File: config.mk
export PLATFORM = sky130hd
export DESIGN_NAME = shift_sequencer_flat
export DESIGN_NICKNAME = d
export VERILOG_FILES = /design/src/rtl/shift_sequencer_pkg.sv /design/src/rtl/shift_sequencer_if.sv /design/src/rtl/shift_sequencer_tick_prescaler.sv /design/src/rtl/shift_sequencer.sv /design/src/flat_wrapper.sv
export SDC_FILE = /design/constraint.sdc
export NUM_CORES = 1
export LEC_CHECK = 0
export CAP_MARGIN = 5
export CORE_ASPECT_RATIO = 0.9
export CORE_MARGIN = 2
export CORE_UTILIZATION = 50
export DETAILED_ROUTE_END_ITERATION = 10
export PLACE_DENSITY = 0.78
export SYNTH_ARGS = -nofsm -noshare
export SYNTH_HDL_FRONTEND = slang
export SYNTH_SLANG_ARGS = --single-unit
File: constraint.sdc
create_clock -name clk -period 2.8 [get_ports clk]
set_input_delay 0.28 -clock clk [delete_from_list [all_inputs] [get_ports clk]]
set_output_delay 0.28 -clock clk [all_outputs]
set_load 0.01 [all_outputs]
File: src/rtl/shift_sequencer_pkg.sv
// rtl/shift_sequencer_pkg.sv - mode encodings and helpers shared by the shift sequencer
package shift_seq_pkg;

  localparam logic [1:0] MODE_RING    = 2'b00;
  localparam logic [1:0] MODE_JOHNSON = 2'b01;
  localparam logic [1:0] MODE_LFSR    = 2'b10;
  localparam logic [1:0] MODE_HOLD    = 2'b11;

  // Callers zero-extend their register into the 32-bit argument.
  function automatic logic is_onehot(input logic [31:0] v);
    return (v != 32'd0) && ((v & (v - 32'd1)) == 32'd0);
  endfunction

endpackage

File: src/rtl/shift_sequencer_if.sv
// rtl/shift_sequencer_if.sv - control and sequence-output bundle of the shift sequencer
interface shift_sequencer_if #(
  parameter int WIDTH     = 5,
  parameter int DIV_WIDTH = 8
);

  logic                 en;
  logic [1:0]           mode;
  logic                 dir;
  logic                 load;
  logic [WIDTH-1:0]     load_value;
  logic [DIV_WIDTH-1:0] div;
  logic [WIDTH-1:0]     q;
  logic                 step;
  logic                 wrap;

  modport master (
    output en, mode, dir, load, load_value, div,
    input  q, step, wrap
  );

  modport slave (
    input  en, mode, dir, load, load_value, div,
    output q, step, wrap
  );

endinterface

File: src/rtl/shift_sequencer_tick_prescaler.sv
// rtl/shift_sequencer_tick_prescaler.sv - enabled-cycle prescaler, one tick every div+1 enabled cycles
module tick_prescaler #(
  parameter int DIV_WIDTH = 8
) (
  input  logic                 clk,
  input  logic                 rst,
  input  logic                 en,
  input  logic [DIV_WIDTH-1:0] div,
  input  logic                 clr,
  output logic                 tick
);

  logic [DIV_WIDTH-1:0] cnt_q;
  logic [DIV_WIDTH-1:0] cnt_d;

  // >= lets a div lowered mid-count fire on the very next enabled cycle.
  assign tick = en && (cnt_q >= div);

  always_comb begin
    cnt_d = cnt_q;
    if (clr || tick) begin
      cnt_d = '0;
    end else if (en) begin
      cnt_d = cnt_q + DIV_WIDTH'(1);
    end
  end

  always_ff @(posedge clk) begin
    if (rst) begin
      cnt_q <= '0;
    end else begin
      cnt_q <= cnt_d;
    end
  end

endmodule

File: src/rtl/shift_sequencer.sv
// rtl/shift_sequencer.sv - ring/Johnson/LFSR sequence register stepped by a prescaled tick
module shift_sequencer
  import shift_seq_pkg::*;
#(
  parameter int               WIDTH      = 5,
  parameter logic [WIDTH-1:0] INIT_VALUE = WIDTH'(1),
  parameter logic [WIDTH-1:0] TAPS       = WIDTH'(5'b10100),
  parameter int               DIV_WIDTH  = 8
) (
  input  logic             clk,
  input  logic             rst,
  shift_sequencer_if.slave bus
);

  logic             tick;
  logic [WIDTH-1:0] q_q,    q_d;
  logic             step_q, step_d;
  logic             wrap_q, wrap_d;
  logic [WIDTH-1:0] nxt;

  tick_prescaler #(.DIV_WIDTH(DIV_WIDTH)) u_prescaler (
    .clk  (clk),
    .rst  (rst),
    .en   (bus.en),
    .div  (bus.div),
    .clr  (bus.load),
    .tick (tick)
  );

  // Ring and LFSR recover from states they can never leave on their own.
  always_comb begin
    nxt = q_q;
    case (bus.mode)
      MODE_RING: begin
        if (!is_onehot(32'(q_q))) begin
          nxt = INIT_VALUE;
        end else if (bus.dir) begin
          nxt = {q_q[0], q_q[WIDTH-1:1]};
        end else begin
          nxt = {q_q[WIDTH-2:0], q_q[WIDTH-1]};
        end
      end
      MODE_JOHNSON: begin
        if (bus.dir) begin
          nxt = {~q_q[0], q_q[WIDTH-1:1]};
        end else begin
          nxt = {q_q[WIDTH-2:0], ~q_q[WIDTH-1]};
        end
      end
      MODE_LFSR: begin
        if (q_q == '0) begin
          nxt = INIT_VALUE;
        end else begin
          nxt = {q_q[WIDTH-2:0], ^(q_q & TAPS)};
        end
      end
      default: nxt = q_q;
    endcase
  end

  always_comb begin
    q_d    = q_q;
    step_d = 1'b0;
    wrap_d = 1'b0;
    if (bus.load) begin
      q_d = bus.load_value;
    end else if (tick && (bus.mode != MODE_HOLD)) begin
      q_d    = nxt;
      step_d = 1'b1;
      wrap_d = (nxt == INIT_VALUE);
    end
  end

  always_ff @(posedge clk) begin
    if (rst) begin
      q_q    <= INIT_VALUE;
      step_q <= 1'b0;
      wrap_q <= 1'b0;
    end else begin
      q_q    <= q_d;
      step_q <= step_d;
      wrap_q <= wrap_d;
    end
  end

  assign bus.q    = q_q;
  assign bus.step = step_q;
  assign bus.wrap = wrap_q;

endmodule

File: src/flat_wrapper.sv
// flat-port wrapper written by rule: the top's interface ports become plain ports
module shift_sequencer_flat import shift_seq_pkg::*;
#(
  parameter int               WIDTH      = 5,
  parameter logic [WIDTH-1:0] INIT_VALUE = WIDTH'(1),
  parameter logic [WIDTH-1:0] TAPS       = WIDTH'(5'b10100),
  parameter int               DIV_WIDTH  = 8
)
  (clk, rst, bus_en, bus_mode, bus_dir, bus_load, bus_load_value, bus_div, bus_q, bus_step, bus_wrap);
  shift_sequencer_if #(.WIDTH(WIDTH), .DIV_WIDTH(DIV_WIDTH)) bus_i ();
  input  logic clk;
  input  logic rst;
  input wire logic [$bits(bus_i.en)-1:0] bus_en;
  input wire logic [$bits(bus_i.mode)-1:0] bus_mode;
  input wire logic [$bits(bus_i.dir)-1:0] bus_dir;
  input wire logic [$bits(bus_i.load)-1:0] bus_load;
  input wire logic [$bits(bus_i.load_value)-1:0] bus_load_value;
  input wire logic [$bits(bus_i.div)-1:0] bus_div;
  output wire logic [$bits(bus_i.q)-1:0] bus_q;
  output wire logic [$bits(bus_i.step)-1:0] bus_step;
  output wire logic [$bits(bus_i.wrap)-1:0] bus_wrap;
  assign bus_i.en = bus_en;
  assign bus_i.mode = bus_mode;
  assign bus_i.dir = bus_dir;
  assign bus_i.load = bus_load;
  assign bus_i.load_value = bus_load_value;
  assign bus_i.div = bus_div;
  assign bus_q = bus_i.q;
  assign bus_step = bus_i.step;
  assign bus_wrap = bus_i.wrap;
  shift_sequencer #(.WIDTH(WIDTH), .INIT_VALUE(INIT_VALUE), .TAPS(TAPS), .DIV_WIDTH(DIV_WIDTH)) u_core (.clk(clk), .rst(rst), .bus(bus_i));
endmodule
==> impl_metrics.yaml, run 1 <==
synth:
  syn_area_mm2: 0.00127
  yosysSeqAreaShare: 0.237
  synthDistinctLibCells: 50
  synth_area_leaders: "dfxtp_1 24%, ha_1 8.9%, nor2_1 4.4%"
  synth_ff_type: "dfxtp_1"
  avgSynthCellArea_um2: 8.23
  syn_inst: 154
  synth_top_family_by_area: "compound AO/OA/AOI/OAI gates"
  synth-xor-area-share: 0.0553
  synthArstFlopShare: 0
  synth_compound_area_frac: 0.263
  synth_seq_cells: 15
  synth_top_area_frac: 0.237
  synth_edf_count: 0
  yosysTopAreaCell: "dfxtp_1"
  ys_warn_count: 0
  synthAdderAreaFrac: 0.0888
  synth.net_count: 183
  synthMuxAreaShare: 0.0326
  synthSimpleGateAreaFrac: 0.225
job:
  cap_violations: 0
cells_and_area:
  n_fill_cell: 217
  layout.nets: 204
  fin_area_mm2: 0.00153
  final_cell_mix: "26 x clkdlybuf4s50_1, 15 x nor2_1, 15 x dfxtp_1, 14 x inv_1, 9 x ha_1"
  stdcell_count: 202
  register_area_um2: 300
  multiInputGateArea_um2: 842
  area_growth_pct: 20.3
  n_antenna_cell: 0
  drive_gt1_frac: 0.0575
  layout_commonest_cell: "clkdlybuf4s50_1"
sta:
  period_minus_slack_ns: 2.40
  slew_violations: 0
  tightest_slew_ns: 0.591
  final.setup.tns_ns: 0
  hold_viol: 0
  relSlewSlack: 0.606
  rsz0062_at_grt: "false"
  skew_ns: 0.00389
  fin_crit_sh: 0.858
  finalSetupViolCount: 0
  fmax_mhz: 416
  fin_hold_ws_ns: 0.575
setup_path:
  worst-r2r-setup-slack_ns: 0.41
  timing.rr.end: "u_core.u_prescaler.cnt_q[7]"
  critPathMaxFanout: 8
  crit_type: "input port to flop"
  startpoint_type: "input port"
  required_ns: 3.03
  ff2ff_path_depth: 7
  end_kind: "flop"
  cp_data_arrival_time_ns: 2.63
  r2r-start: "u_core.u_prescaler.cnt_q[0]"
floorplanning:
  ios: 27
  die_area_mm2: 0.00295
  die_h_um: 51.8
  core_mm2: 0.00242
  rows: 17
  dieWidth_um: 57.1
  start_util: 0.523
clock_tree:
  numCtsBuffers: 3
  clock_latency_ns: 0.29
  post-cts-setup-buffer-count: 0
  clk_path_buf_depth: 2
  root_buffer: "clkbuf_4"
  postCtsResizedCells: 0
  clkTransAtPathRegs_ns: 0.09
  htreeDepth: 1
  cts.sinks: 15
  cts_hold_buf: 0
  cts_tree: "done"
placement:
  portBuffers: 26
  place.gp.congestion: 0.874
  dp.cells: 198
  hpwl_um: 2370
  dpl_cell_area_mm2: 0.00150
detailed_routing:
  drt_iter0_drc: 52
  wl_per_cell_um: 15.8
  routed_via_density: 6.19
  route.detailed.drc: 0
  wirelength_um: 3200
  first_pass_iters: 4
  final_antenna_net_count: 0
  via_count: 1251
pwr:
  powerDensity_mw_per_mm2: 335
  finalPower_uw: 510
  irDropWorstVdd_mv: 0.266
  p_leak_uw: 0.000641
grt:
  antenna_found_initial: 0
  grt_pass1_vias: 1149
  grt.overflow.total: 0
  grt_pass1_wl_um: 5240
  grtUsageTotal: 0.229
  grt_max_degree: 17
hold_path:
  whs_endpoint: "u_core.bus.q[4]"
  hp-class: "input port to flop"
  min_from: "bus_load_value[4]"
  holdPathStages: 3
status:
  status: "completed"
per-stage QoR:
stage,utilization,setup WS (ns)
2_1_floorplan,-,0.691
3_3_place_gp,0.618,0.209
3_5_place_dp,0.618,0.135
4_1_cts,0.629,0.405
5_1_grt,0.629,0.280
6_report,0.629,0.399
where the power goes:
part / leakage, µW / total, µW / internal [µW] / switching [µW]
sequential: 0.000122 / 243 / 219 / 23.7
combinational: 0.000501 / 141 / 77.2 / 63.9
clock: 0.0000177 / 126 / 53.2 / 73.0
total: 0.000641 / 510 / 350 / 161
state kept, by name, indices dropped and copies added (netlist names):
| name | flops |
|---|---|
| u_core.bus.q | 5 |
| u_core.bus.step | 1 |
| u_core.bus.wrap | 1 |
| u_core.u_prescaler.cnt_q | 8 |
cell type report:
type	instances	share of cell area
sequential	15	0.197
multi-input combinational	114	0.552
clock inverter	1	0.00328
timing repair buffer	27	0.176
inverter	14	0.0345
tap	28	0.0230
clock buffer	3	0.0148
critical path: stages:
cell	delay (ns)
clkdlybuf4s50_1	0.46
inv_1	0.04
ha_1	0.29
and3_1	0.19
a221o_1	0.40
a32o_1	0.31
or3_1	0.48
nor2_1	0.17
synthesized netlist by cell type (all sizes together), types with 2 or more instances:
cell	n
dfxtp	15
nor2	15
inv	14
ha	9
a21oi	8
nand2	7
a211oi	6
clkbuf	6
o21ai	6
buf	5
o211ai	5
xor2	5
nand4	4
mux2i	3
xnor2	3
a21o	2
a221o	2
and2	2
and3	2
nand2b	2
nor3	2
nor4	2
nor4b	2
o211a	2
o22ai	2
or3	2
cell families after synthesis:
kind of cell / after synthesis
simple gates: 47
compound gates: 46
buf+inv: 25
flops: 15
fa+ha+maj: 9
xor+xnor: 8
mux: 4
layer usage:
metal / share of wire / GRT usage / vias up
met5: 0 / 0 / -
met4: 0.0097 / 0.0581 / 0
met3: 0.085 / 0.0871 / 4
met2: 0.45 / 0.351 / 55
met1: 0.46 / 0.305 / 589
li1: - / - / 603
worst max-delay path by stage:
| stage | slack [ns] | end | start | cells past startpoint |
|---|---|---|---|---|
| final | 0.40 | u_core.u_prescaler.cnt_q[7] | bus_div[7] | 8 |
| after floorplan | 0.69 | u_core.u_prescaler.cnt_q[1] | u_core.u_prescaler.cnt_q[0] | 8 |
| after global placement | 0.21 | u_core.bus.q[3] | bus_div[7] | 8 |
| after detailed placement | 0.14 | u_core.u_prescaler.cnt_q[5] | bus_div[7] | 8 |
| after global routing | 0.28 | u_core.bus.q[3] | u_core.u_prescaler.cnt_q[0] | 7 |
| after CTS | 0.40 | u_core.u_prescaler.cnt_q[7] | u_core.u_prescaler.cnt_q[0] | 7 |
No activity file was read; power rests on OpenSTA's default activity.
==> run 2, diff against run 1 <==
- CAP_MARGIN: 5 -> not set
==> results of run 2 <==
Final layout, timing and power as in run 1 (identical DEF).
==> run 3, diff against run 2 <==
- CAP_MARGIN: not set -> 20
==> results of run 3 <==
Final layout, timing and power as in run 1 (identical DEF).
